===== src/rtl/pin_link_host.sv =====
// pin_link_host: host end of the 12-bit chip pin link; serializes one request into
// byte beats and collects the 3-beat response frame, with timeout and error counting.
module pin_link_host #(
    parameter int TIMEOUT_CYC = 1024,
    parameter int ERR_W       = 8
) (
    input  logic             clock,
    input  logic             reset,
    input  logic             req_valid,
    output logic             req_ready,
    input  logic [1:0]       req_op,
    input  logic [1:0]       req_core,
    input  logic [15:0]      req_addr,
    input  logic [15:0]      req_wdata,
    output logic             resp_valid,
    input  logic             resp_ready,
    output logic [1:0]       resp_status,
    output logic [1:0]       resp_core,
    output logic [15:0]      resp_rdata,
    output logic [ERR_W-1:0] err_count,
    output logic [11:0]      chip_in,
    input  logic [11:0]      chip_out
);
    localparam int TW = $clog2(TIMEOUT_CYC);
    typedef enum logic [2:0] {IDLE, SEND, WAIT, RESP, DONE} state_t;
    state_t           state_q;
    logic [1:0]       op_q, core_q, resp_status_q, resp_core_q;
    logic [15:0]      addr_q, wdata_q, resp_rdata_q;
    logic [2:0]       beat_q, beat_d, last_beat;
    logic [TW-1:0]    timer_q;
    logic             rcnt_q, req_ready_q, resp_valid_q;
    logic [ERR_W-1:0] err_q, err_d;
    logic [11:0]      chip_in_q;
    logic [7:0]       next_byte;
    logic             in_vld, in_sof, consumed, frame_err;
    always_comb begin
        in_vld    = chip_out[11];
        in_sof    = chip_out[10];
        consumed  = chip_in_q[11] && !chip_out[9];
        last_beat = (op_q == 2'b01) ? 3'd4 : 3'd2;
        beat_d    = beat_q + 3'd1;
        next_byte = (beat_d == 3'd1) ? addr_q[15:8] :
                    (beat_d == 3'd2) ? addr_q[7:0] :
                    (beat_d == 3'd3) ? wdata_q[15:8] : wdata_q[7:0];
        // Any vld beat not expected by the current state is a framing error.
        frame_err = in_vld && ((state_q == IDLE) || (state_q == SEND) || (state_q == DONE) ||
                               (state_q == WAIT && !in_sof) || (state_q == RESP && in_sof));
        err_d     = err_q + ERR_W'(frame_err && !(&err_q));
    end
    always_ff @(posedge clock or posedge reset) begin
        if (reset) begin
            state_q       <= IDLE;
            op_q          <= '0;
            core_q        <= '0;
            addr_q        <= '0;
            wdata_q       <= '0;
            beat_q        <= '0;
            timer_q       <= '0;
            rcnt_q        <= 1'b0;
            req_ready_q   <= 1'b0;
            resp_valid_q  <= 1'b0;
            resp_status_q <= '0;
            resp_core_q   <= '0;
            resp_rdata_q  <= '0;
            err_q         <= '0;
            chip_in_q     <= '0;
        end else begin
            err_q <= err_d;
            case (state_q)
                IDLE: begin
                    if (req_valid && req_ready_q) begin
                        op_q        <= req_op;
                        core_q      <= req_core;
                        addr_q      <= req_addr;
                        wdata_q     <= req_wdata;
                        beat_q      <= '0;
                        chip_in_q   <= {4'b1100, req_op, req_core, 4'h0};
                        req_ready_q <= 1'b0;
                        state_q     <= SEND;
                    end else begin
                        req_ready_q <= 1'b1;
                    end
                end
                SEND: begin
                    if (consumed && beat_q == last_beat) begin
                        chip_in_q <= '0;
                        timer_q   <= '0;
                        state_q   <= WAIT;
                    end else if (consumed) begin
                        beat_q    <= beat_d;
                        chip_in_q <= {4'b1000, next_byte};
                    end
                end
                WAIT: begin
                    if (in_vld && in_sof) begin
                        resp_status_q <= chip_out[7:6];
                        resp_core_q   <= chip_out[5:4];
                        rcnt_q        <= 1'b0;
                        state_q       <= RESP;
                    end else if (timer_q == TW'(TIMEOUT_CYC - 1)) begin
                        resp_status_q <= 2'b11;
                        resp_core_q   <= core_q;
                        resp_rdata_q  <= '0;
                        resp_valid_q  <= 1'b1;
                        state_q       <= DONE;
                    end else begin
                        timer_q <= timer_q + 1'b1;
                    end
                end
                RESP: begin
                    if (in_vld && in_sof) begin
                        resp_status_q <= chip_out[7:6];
                        resp_core_q   <= chip_out[5:4];
                        rcnt_q        <= 1'b0;
                    end else if (in_vld && !rcnt_q) begin
                        resp_rdata_q[15:8] <= chip_out[7:0];
                        rcnt_q             <= 1'b1;
                    end else if (in_vld) begin
                        resp_rdata_q[7:0] <= chip_out[7:0];
                        resp_valid_q      <= 1'b1;
                        state_q           <= DONE;
                    end
                end
                DONE: begin
                    if (resp_ready) begin
                        resp_valid_q <= 1'b0;
                        req_ready_q  <= 1'b1;
                        state_q      <= IDLE;
                    end
                end
                default: state_q <= IDLE;
            endcase
        end
    end
    assign req_ready   = req_ready_q;
    assign resp_valid  = resp_valid_q;
    assign resp_status = resp_status_q;
    assign resp_core   = resp_core_q;
    assign resp_rdata  = resp_rdata_q;
    assign err_count   = err_q;
    assign chip_in     = chip_in_q;
endmodule

===== config.mk =====
export PLATFORM = sky130hd
export DESIGN_NAME = pin_link_host
export DESIGN_NICKNAME = d
export VERILOG_FILES = /design/src/rtl/pin_link_host.sv
export SDC_FILE = /design/constraint.sdc
export NUM_CORES = 1
export LEC_CHECK = 0
export ABC_AREA = 1
export CAP_MARGIN = 20
export CELL_PAD_IN_SITES_DETAIL_PLACEMENT = 1
export CELL_PAD_IN_SITES_GLOBAL_PLACEMENT = 1
export CORE_ASPECT_RATIO = 2
export CORE_MARGIN = 2
export CORE_UTILIZATION = 40
export DETAILED_ROUTE_END_ITERATION = 12
export PLACE_DENSITY_LB_ADDON = 0.05
export SETUP_SLACK_MARGIN = 0.02
export SLEW_MARGIN = 25
export SYNTH_ARGS = -nofsm -noshare
export SYNTH_HDL_FRONTEND = slang
export SYNTH_SLANG_ARGS = --single-unit
export TNS_END_PERCENT = 20

===== constraint.sdc =====
create_clock -name clock -period 8.4 [get_ports clock]
set_input_delay 1.26 -clock clock [delete_from_list [all_inputs] [get_ports clock]]
set_output_delay 1.26 -clock clock [all_outputs]
set_load 0.05 [all_outputs]

==> reports/qor.txt <==
outcome: complete, no violations
most common cell after layout, fill and taps aside: nand2_1
required time of the critical path: 8.68 ns
CP peak stage delay: 0.91 ns
Peak VDD IR: 0.1813 mV
Mapped Cells: 606
Gate power share: 0.502
slowest CP cell: inv_2
critical path type: input pin to flip-flop
Clock Latency Late Sink: 0.34 ns
DRT Wirelength: 12810 um
total CTS buffers: 9
Layout area overhead: 27.99%
Max Buffers Root-to-Sink: 2
Die Width: 80.34 um
root buffer cell: clkbuf_16
initial antenna violation count: 0
critical path arrival: 3.76 ns
synthesized area per cell: 7.693 um^2
TNS Setup: 0 ns
RSZ-0062 raised after global routing: false
Fin. Hold Viols: 0
gpl congestion: 0.8170
initial DRC count: 148
cell count along the critical path: 9
CTS H-Tree Depth: 3
Syn. warnings: 0
total number of vias: 4162
First-pass DRT Iterations: 4
Mapped Area: 4662 um^2
GRT Overall Usage: 0.2199
nature of the critical path startpoint: input pin
sequential share of power: 0.323
register area share after synthesis: 0.4992
pwr/cell area: 388.7 nW/um^2
WL/cell: 15.22 um
relative slew slack: 0.4208
post-synth cell types: 28
Clock Pin Slew Worst Setup and Hold Paths: 0.07 ns
Reg2Reg Depth: 7
Fillers: 1461
Setup Buffers After CTS: 0
commonest non-fill, non-tap cells in the layout: nand2_1, dfrtp_1, clkdlybuf4s50_1, inv_1, nor2_1
Worst Hold Class: flip-flop to flip-flop
total core area: 11350 um^2
TritonCTS clock tree: done
hold_buf cts: 0
via density per instance: 4.943
DRC Markers: 0
number of global-route vias before repair: 4521
Layout Nets: 754
Peak Freq: 0.2872 GHz
layout cells sized above 1: 0.06429
fin crit share: 0.4146
# resized after CTS: 0
CP top delay family: buffers and inverters
Initial Util: 0.4106
diode count: 0
Worst-Margin Slew: 0.8664 ns
# port buffers: 90
Sw Ratio: 0.4743
FP Rows: 55
Setup violations, final: 0
I/O Pins: 94
Int Power: 1.219 mW
Fin Hold WS: 0.4770 ns
Pleak: 2.911 nW
DP HPWL: 9730 um
Tmin final: 3.482 ns
Die Area: 12590 um^2
Post-DRT Antenna Nets: 0
CP bufs+invs: 4
Crit Path Max Fanout: 54
die height: 156.7 um
Clock Power Share: 0.175
Cells on Worst Hold Path: 2
Cell Chain, Critical Path: clkdlybuf4s50_1, nand2_1, inv_1, nand3_1, inv_2, nand2_1, nand2_1, inv_1, nand2_1
first-pass GRT wire length: 21440 um
gr ovfl total: 0
Max Slew Vio Count: 0
Setup Skew: 0.008312 ns
Net Sw Power: 1.100 mW
CTS Sinks: 93
CP dominant cell by count: nand2_1
largest net degree at the start of global routing: 75
CP endpoint kind: flip-flop
setup slack, reg-to-reg: 5.70 ns
Synth Register Bits: 93
Maximum Capacitance Violations: 0
==> routing by layer <==
metal	track usage	vias to the layer above	routed length, um
met2	0.4440	59	7617
met3	0.02249	18	239
met1	0.2164	2042	4633
met4	0.08878	0	324
met5	0	-	0
li1	-	2043	-
==> through the flow <==
step                      cell area [um^2]  utilization  power, mW  std cells  setup slack, ns
after global placement                5669       0.4993      1.894        826            4.488
after detailed placement              5669       0.4993      1.935        826            4.494
after global routing                  5967       0.5255      2.489        842            4.593
after floorplan                       4666            -      1.547        607            4.720
final                                 5967       0.5255      2.319        842            4.918
after CTS                             5963       0.5252      2.352        842            4.841
==> worst min-delay path: stages (launching register included) <==
cell and delay, ns:
dfrtp_1 0.35, nand2_1 0.05, nand2_1 0.05
==> logic make-up (layout without fill, tap and decap cells) <==
group / Yosys count / count (layout) / synth area share
compound gates: 58 / 58 / 0.06951
xor+xnor: 8 / 8 / 0.01503
fa+ha+maj: 7 / 7 / 0.01879
buf+inv: 82 / 175 / 0.07273
flops: 93 / 93 / 0.4992
other cells: 1 / 2 / 0.0008044
simple gates: 357 / 357 / 0.3239
==> cells in the mapped netlist, drive strengths merged <==
cell,number,area share
dfrtp,93,0.50
xor2,6,0.011
nor3,3,0.0032
nand3,36,0.047
nand4,7,0.0094
nand2,260,0.21
nand3b,1,0.0016
xnor2,2,0.0038
buf,11,0.016
conb,1,0.00080
nor2,50,0.048
inv,68,0.055
ha,7,0.019
a21oi,7,0.0083
clkbuf,3,0.0024
o21ai,51,0.061
==> power by group through the flow <==
stage | clock network, mW | registers [mW] | logic [mW]
after global placement | 0 | 0.746 | 1.15
final | 0.405 | 0.749 | 1.16
after CTS | 0.416 | 0.750 | 1.19
after global routing | 0.430 | 0.771 | 1.29
after detailed placement | 0 | 0.757 | 1.18
after floorplan | 0 | 1.00 | 0.544
==> final timing paths <==
check	from	to
min reg2reg	chip_in[10]	chip_in[10]
max	req_valid	chip_in[4]
min in group asynchronous	reset	err_count[7]
min	chip_in[10]	chip_in[10]
max in group asynchronous	reset	resp_rdata[3]
max reg2reg	state_q[1]	chip_in[4]
==> sequential cells by signal, summed over array words and instances, names as in the netlist, 2 cells and up <==
name	cells
addr_q	16
beat_q	3
chip_in	10
core_q	2
err_count	8
op_q	2
resp_core	2
resp_rdata	16
resp_status	2
state_q	3
timer_q	10
wdata_q	16
==> area by class of cell <==
class	instances	area (um^2)	area share
tap	142	177.7	0.02978
multi-input combinational	432	1999	0.3351
clock inverter	5	61.31	0.01027
inverter	68	256.5	0.04299
sequential	93	2327	0.3900
timing repair buffer	91	912.1	0.1529
clock buffer	11	232.7	0.03900
Note: power is estimated with default switching activity, not from simulation.
